`src/rtl/seq_alu_pkg.sv`:
```
// Shared opcodes, FSM encoding and sizing helper for the sequential ALU.
package seq_alu_pkg;

   localparam logic [7:0] OP_ADD = 8'h01;
   localparam logic [7:0] OP_SUB = 8'h02;
   localparam logic [7:0] OP_MUL = 8'h03;
   localparam logic [7:0] OP_DIV = 8'h04;

   typedef enum logic {
      IDLE = 1'b0,
      BUSY = 1'b1
   } state_t;

   // Step counter must hold WIDTH itself, hence WIDTH+1 codes.
   function automatic int unsigned cnt_width(input int unsigned width);
      return $clog2(width + 1);
   endfunction

endpackage

```
`src/rtl/seq_muldiv_core.sv`:
```
// Iterative shift-add multiplier / restoring divider, one bit per clock.
module seq_muldiv_core
   import seq_alu_pkg::*;
#(
   parameter int unsigned WIDTH = 8
) (
   input  logic             i_clk,
   input  logic             reset,
   input  logic             i_start,
   input  logic             i_is_div,
   input  logic [WIDTH-1:0] i_a,
   input  logic [WIDTH-1:0] i_b,
   output logic             o_done,
   output logic [WIDTH-1:0] o_hi,
   output logic [WIDTH-1:0] o_lo
);

   localparam int unsigned CW = cnt_width(WIDTH);

   logic [CW-1:0]    r_cnt;
   logic             r_is_div;
   logic [WIDTH-1:0] r_acc;
   logic [WIDTH-1:0] r_q;
   logic [WIDTH-1:0] r_b;

   logic [WIDTH:0]   w_sum;
   logic [WIDTH:0]   w_shift;
   logic [WIDTH-1:0] w_diff;
   logic [WIDTH-1:0] w_acc_nxt;
   logic [WIDTH-1:0] w_q_nxt;

   // r_acc/r_q form one 2*WIDTH shift register: product for mul, remainder/quotient for div.
   always_comb begin
      w_sum     = {1'b0, r_acc} + {1'b0, {WIDTH{r_q[0]}} & r_b};
      w_shift   = {r_acc, r_q[WIDTH-1]};
      w_diff    = w_shift[WIDTH-1:0] - r_b;
      w_acc_nxt = r_acc;
      w_q_nxt   = r_q;
      if (r_is_div) begin
         if (w_shift >= {1'b0, r_b}) begin
            w_acc_nxt = w_diff;
            w_q_nxt   = {r_q[WIDTH-2:0], 1'b1};
         end else begin
            w_acc_nxt = w_shift[WIDTH-1:0];
            w_q_nxt   = {r_q[WIDTH-2:0], 1'b0};
         end
      end else begin
         {w_acc_nxt, w_q_nxt} = {w_sum, r_q[WIDTH-1:1]};
      end
   end

   // Done is asserted combinationally during the final step so the parent
   // registers the finished result on that same edge.
   assign o_done = (r_cnt == CW'(1));
   assign o_hi   = r_is_div ? w_q_nxt   : w_acc_nxt;
   assign o_lo   = r_is_div ? w_acc_nxt : w_q_nxt;

   always_ff @(posedge i_clk) begin
      if (!reset) begin
         r_cnt    <= '0;
         r_is_div <= 1'b0;
         r_acc    <= '0;
         r_q      <= '0;
         r_b      <= '0;
      end else if (i_start) begin
         r_cnt    <= CW'(WIDTH);
         r_is_div <= i_is_div;
         r_acc    <= '0;
         r_q      <= i_a;
         r_b      <= i_b;
      end else if (r_cnt != '0) begin
         r_cnt    <= r_cnt - CW'(1);
         r_acc    <= w_acc_nxt;
         r_q      <= w_q_nxt;
      end
   end

endmodule

```
`src/rtl/seq_alu.sv`:
```
// Multi-cycle ALU: single-cycle add/sub, iterative mul/div, error flagging.
module seq_alu
   import seq_alu_pkg::*;
#(
   parameter int unsigned WIDTH  = 8,
   parameter logic [7:0]  OP_ADD = seq_alu_pkg::OP_ADD,
   parameter logic [7:0]  OP_SUB = seq_alu_pkg::OP_SUB,
   parameter logic [7:0]  OP_MUL = seq_alu_pkg::OP_MUL,
   parameter logic [7:0]  OP_DIV = seq_alu_pkg::OP_DIV
) (
   input  logic             i_clk,
   input  logic             reset,
   input  logic             i_ready,
   input  logic [WIDTH-1:0] i_num_1,
   input  logic [WIDTH-1:0] i_num_2,
   input  logic [7:0]       op_code,
   output logic             o_ready,
   output logic             o_busy,
   output logic             o_err,
   output logic [WIDTH-1:0] result_Hi,
   output logic [WIDTH-1:0] result_Lo
);

   state_t           r_state;
   state_t           w_state_nxt;

   logic             r_ready;
   logic             r_err;
   logic [WIDTH-1:0] r_hi;
   logic [WIDTH-1:0] r_lo;

   logic             w_start;
   logic             w_is_div;
   logic             w_cmpl;
   logic             w_err_nxt;
   logic [WIDTH-1:0] w_hi_nxt;
   logic [WIDTH-1:0] w_lo_nxt;
   logic [WIDTH:0]   w_add;
   logic [WIDTH:0]   w_sub;
   logic             w_core_done;
   logic [WIDTH-1:0] w_core_hi;
   logic [WIDTH-1:0] w_core_lo;

   seq_muldiv_core #(.WIDTH(WIDTH)) u_core (
      .i_clk    (i_clk),
      .reset    (reset),
      .i_start  (w_start),
      .i_is_div (w_is_div),
      .i_a      (i_num_1),
      .i_b      (i_num_2),
      .o_done   (w_core_done),
      .o_hi     (w_core_hi),
      .o_lo     (w_core_lo)
   );

   always_ff @(posedge i_clk) begin
      if (!reset) r_state <= IDLE;
      else        r_state <= w_state_nxt;
   end

   always_comb begin
      w_state_nxt = r_state;
      case (r_state)
         IDLE:    if (w_start)     w_state_nxt = BUSY;
         BUSY:    if (w_core_done) w_state_nxt = IDLE;
         default: w_state_nxt = IDLE;
      endcase
   end

   always_comb begin
      w_add     = {1'b0, i_num_1} + {1'b0, i_num_2};
      w_sub     = {1'b0, i_num_1} - {1'b0, i_num_2};
      w_start   = 1'b0;
      w_is_div  = (op_code == OP_DIV);
      w_cmpl    = 1'b0;
      w_err_nxt = 1'b0;
      w_hi_nxt  = '0;
      w_lo_nxt  = '0;
      o_busy    = (r_state == BUSY);
      case (r_state)
         IDLE: if (i_ready) begin
            w_cmpl = 1'b1;
            if (op_code == OP_ADD) begin
               w_hi_nxt = WIDTH'(w_add[WIDTH]);
               w_lo_nxt = w_add[WIDTH-1:0];
            end else if (op_code == OP_SUB) begin
               w_hi_nxt = WIDTH'(w_sub[WIDTH]);
               w_lo_nxt = w_sub[WIDTH-1:0];
            end else if (op_code == OP_MUL) begin
               w_cmpl  = 1'b0;
               w_start = 1'b1;
            end else if (op_code == OP_DIV) begin
               if (i_num_2 == '0) begin
                  w_hi_nxt  = '1;
                  w_lo_nxt  = i_num_1;
                  w_err_nxt = 1'b1;
               end else begin
                  w_cmpl  = 1'b0;
                  w_start = 1'b1;
               end
            end else begin
               w_err_nxt = 1'b1;
            end
         end
         BUSY: if (w_core_done) begin
            w_cmpl   = 1'b1;
            w_hi_nxt = w_core_hi;
            w_lo_nxt = w_core_lo;
         end
         default: ;
      endcase
   end

   always_ff @(posedge i_clk) begin
      if (!reset) begin
         r_ready <= 1'b0;
         r_err   <= 1'b0;
         r_hi    <= '0;
         r_lo    <= '0;
      end else begin
         r_ready <= w_cmpl;
         if (w_cmpl) begin
            r_err <= w_err_nxt;
            r_hi  <= w_hi_nxt;
            r_lo  <= w_lo_nxt;
         end
      end
   end

   assign o_ready   = r_ready;
   assign o_err     = r_err;
   assign result_Hi = r_hi;
   assign result_Lo = r_lo;

endmodule
```
`config.mk`:
```
export PLATFORM = sky130hd
export DESIGN_NAME = seq_alu
export DESIGN_NICKNAME = d
export VERILOG_FILES = /design/src/rtl/seq_alu_pkg.sv /design/src/rtl/seq_muldiv_core.sv /design/src/rtl/seq_alu.sv
export SDC_FILE = /design/constraint.sdc
export NUM_CORES = 1
export LEC_CHECK = 0
export BUFFER_PORTS_ARGS = -buffer_cell sky130_fd_sc_hd__buf_2
export CORE_ASPECT_RATIO = 0.8
export CORE_MARGIN = 2
export CORE_UTILIZATION = 60
export CTS_CLUSTER_DIAMETER = 150
export DETAILED_ROUTE_END_ITERATION = 12
export PLACE_DENSITY = 0.92
export RECOVER_POWER = 100
export SLEW_MARGIN = 5
export SYNTH_ARGS = -nofsm -noshare
export SYNTH_HDL_FRONTEND = slang
export SYNTH_HIERARCHICAL = 1
export SYNTH_SLANG_ARGS = --single-unit
```
`constraint.sdc`:
```
create_clock -name i_clk -period 4.2 [get_ports i_clk]
set_input_delay 0.84 -clock i_clk [delete_from_list [all_inputs] [get_ports i_clk]]
set_output_delay 0.84 -clock i_clk [all_outputs]
set_load 0.02 [all_outputs]
```
==> flow_summary.yaml <==
sta:
  timing.final.hold_violations: 0
  max_slew.worst_pin.slew_ns: 0.746
  layout_worst_path_cycle_share_pct: 72.8
  final_max_slew_viol_count: 0
  fmax_ghz: 0.327
  worst_max_slew_margin_expressed_relative_to_the_limit_pct: 50.1
  final-setup-viol-count: 0
  setup_tns_after_final_layout_ns: 0
  timing.clock.skew_ns: 0.0196
  rsz0062_at_grt: "false"
  final.setup.worst_slack_ns: 1.14
  final_critical_path_required_period_ns: 3.06
clock_tree:
  clkTransAtPathRegs_ns: 0.09
  tritoncts.num_buffers: 5
  cts.path.max_buffers: 2
  clkSinkCount: 48
  insertion_delay_ns: 0.31
  ctsRootBufferMaster: "sky130_fd_sc_hd__clkbuf_8"
  cts_tree: "built"
  cts.repair_timing.setup_buffer_count: 0
  cts_hold_repair.buffers: 0
  cts_htree_levels: 2
  ctsResizeCount: 0
global_route:
  first_global_vias: 3827
  met1_usage_pct: 43.1
  globalRouteMet3Util_pct: 6.86
  grt_busiest_layer: "met2"
  grt_usage_pct: 30.9
  gr-total-overflow: 0
  grt_start_max_net_pins: 43
  grt_antenna_before_repair: 0
  grt_use_met2_pct: 48.3
  grt_first_pass_wirelength_um: 19200
run:
  number_of_maximum_capacitance_constraint_violations: 0
worst_setup_path:
  crit_path_start_kind: "flop"
  critical_path.max_fanout: 10
  critical_path_class: "flop to flop"
  worstSetupEndpointType: "flop"
  critical_path_arrival_ns: 3.24
  cp.required_ns: 4.39
drt:
  drcViolationCount: 0
  detailedRoute.firstIterationViolations: 513
  wl_um: 11800
  dr.pass1.iters: 9
  via_count: 4241
  postRouteAntennaNets: 0
  wirelength_per_cell_um: 18.1
  avgViaCountPerCell: 6.49
floorplanning:
  die_height_um: 78.3
  io-pin-count: 46
  die_area_um2: 7590
  design.core.area_um2: 6790
  std_cell_rows: 27
  die_x_um: 96.9
  initial_util_pct: 61.0
place:
  gp_congestion: 0.956
  detailed_place_hpwl_um: 8980
  post-place-ws_ns: 1.10
  post-place-cells: 645
  dpl_cell_area_um2: 4420
  io_buffer_count: 45
synthesis:
  cell_area_synth_um2: 4150
  postSynthNetCount: 598
  async_reset_ff_share_pct: 0
  synth_cell_types: 77
  mapped_cells: 531
  edff_count_synth: 0
  synth-seq-area-share_pct: 23.2
  yosys_warnings: 6
  synth_top_flop_cell: "sky130_fd_sc_hd__dfxtp_1"
  synth_area_per_cell_um2: 7.81
  ys_ff_latch: 48
layout:
  drive_gt1_share_pct: 9.89
  layout.cell_area.non_filler_um2: 4480
  antennaDiodeCount: 0
  finish.cell_count_without_fillers: 653
  design.final.nets: 632
  syn2layout_area_growth_pct: 8.12
  final_core_utilization_pct: 66.0
power_and_ir_drop:
  power-per-cell-area_nw_per_um2: 449
  worst_case_vdd_ir_drop_mv: 0.244
  power.static_leakage_nw: 1.87
run_status:
  outcome: "finished, final reports clean"
worst_hold_path:
  hold_path.class: "flop to flop"
## worst max-delay path: stages (launching register included)
cell                        delay [ns]
sky130_fd_sc_hd__dfxtp_1          0.36
sky130_fd_sc_hd__inv_1            0.08
sky130_fd_sc_hd__ha_1             0.45
sky130_fd_sc_hd__nand3_1          0.18
sky130_fd_sc_hd__nor2_1           0.21
sky130_fd_sc_hd__a21o_1           0.32
sky130_fd_sc_hd__mux2_1           0.39
sky130_fd_sc_hd__nand2_1          0.13
sky130_fd_sc_hd__nand2_1          0.10
sky130_fd_sc_hd__nor2_1           0.12
sky130_fd_sc_hd__nor2_1           0.07
sky130_fd_sc_hd__a2111oi_0        0.45
sky130_fd_sc_hd__nor2_1           0.09
## placed cells by master, fill, tap and decap left out, drive strengths merged, types with 6 or more instances in the layout
cell and instances:
nor2b 31, nor2 59, nor3 9, a21oi 35, mux2i 10, a211oi 14
o21a 7, nand2b 10, xor2 8, xnor2 10, clkbuf 28, and3 6
dfxtp 48, buf 29, inv 38, nand3 8, o21ai 27, o221a 7
ha 36, nor4 8, nand2 35, o211ai 8, a31oi 8
## final timing paths
check	from	endpoint	slack, ns	depth (start not counted)
max reg2reg	u_core/r_b[6]	result_Lo[4]	1.14	12
max	u_core/r_b[6]	result_Lo[4]	1.14	12
min	result_Lo[2]	result_Lo[2]	0.52	1
min reg2reg	result_Lo[2]	result_Lo[2]	0.52	1
## metrics by stage
| stage | total power, mW | hold slack (ns) |
|---|---|---|
| after floorplan | 1.39 | 0.463 |
| after global placement | 1.58 | 0.485 |
| after detailed placement | 1.63 | 0.485 |
| after CTS | 1.99 | 0.513 |
| after global routing | 2.13 | 0.533 |
| final | 2.01 | 0.519 |
## cell type report
cell class	count	area, um^2
clock buffers	5	68.8
multi-input cells	421	2910
flip-flops and latches	48	961
well taps	87	109
inverters	37	139
clock inverters	3	46.3
repair buffers	52	246
fillers	566	2310
## where the power goes
| group | switching, mW | total [mW] | internal, mW |
|---|---|---|---|
| Sequential | 0.0761 | 0.602 | 0.526 |
| Combinational | 0.658 | 1.06 | 0.402 |
| Clock | 0.172 | 0.352 | 0.180 |
| Total | 0.906 | 2.01 | 1.11 |
## cells in the mapped netlist, drive strengths merged (3+ instances only)
cell | number | area share, %
a31o | 3 | 0.63
xor2 | 8 | 1.7
dfxtp | 48 | 23
and2 | 5 | 0.75
inv | 37 | 3.4
o21ai | 27 | 3.3
nand3 | 8 | 0.97
a21o | 4 | 0.91
nor2 | 59 | 5.3
nor3 | 9 | 1.1
ha | 36 | 11
o22ai | 4 | 0.60
a31oi | 8 | 1.2
clkbuf | 20 | 2.1
o21bai | 5 | 0.91
mux2 | 3 | 0.91
a2111oi | 3 | 0.63
a311oi | 5 | 1.1
nor4 | 8 | 1.2
or4 | 3 | 0.63
o221a | 7 | 1.9
nor3b | 3 | 0.54
or3 | 3 | 0.48
fa | 4 | 1.9
o21a | 7 | 1.3
o211ai | 8 | 1.4
a21oi | 35 | 4.3
a211oi | 14 | 2.7
a22oi | 4 | 0.72
mux2i | 10 | 2.4
and3 | 6 | 0.91
nor2b | 31 | 4.9
o211a | 4 | 0.97
buf | 5 | 0.78
xnor2 | 10 | 2.1
nand2b | 10 | 1.5
nand2 | 35 | 3.2
o221ai | 3 | 0.78
## cell families (layout without fill, tap and decap cells)
| kind of cell | Yosys count | after routing | synth area share [%] |
|---|---|---|---|
| AO/OA/AOI/OAI | 159 | 159 | 27.1 |
| buffers and inverters | 62 | 97 | 6.19 |
| XOR/XNOR | 18 | 18 | 3.80 |
| flip-flops | 48 | 48 | 23.2 |
| AND/OR/NAND/NOR | 191 | 191 | 23.6 |
| adder cells (fa/ha/maj) | 40 | 40 | 12.8 |
| multiplexers | 13 | 13 | 3.32 |
## flip-flops by register name (all words and copies together) (netlist names)
signal / count
o_err: 1
result_Lo: 8
u_core/r_acc: 8
u_core/r_is_div: 1
u_core/r_q: 8
result_Hi: 8
o_busy: 1
u_core/r_b: 8
u_core/r_cnt: 4
o_ready: 1
## metal layers
| metal | part of all wire [%] | vias up |
|---|---|---|
| li1 | - | 1984 |
| met1 | 43 | 1933 |
| met2 | 43 | 290 |
| met3 | 12 | 34 |
| met4 | 2.0 | 0 |
| met5 | 0 | - |
No activity file was read; power rests on OpenSTA's default activity.
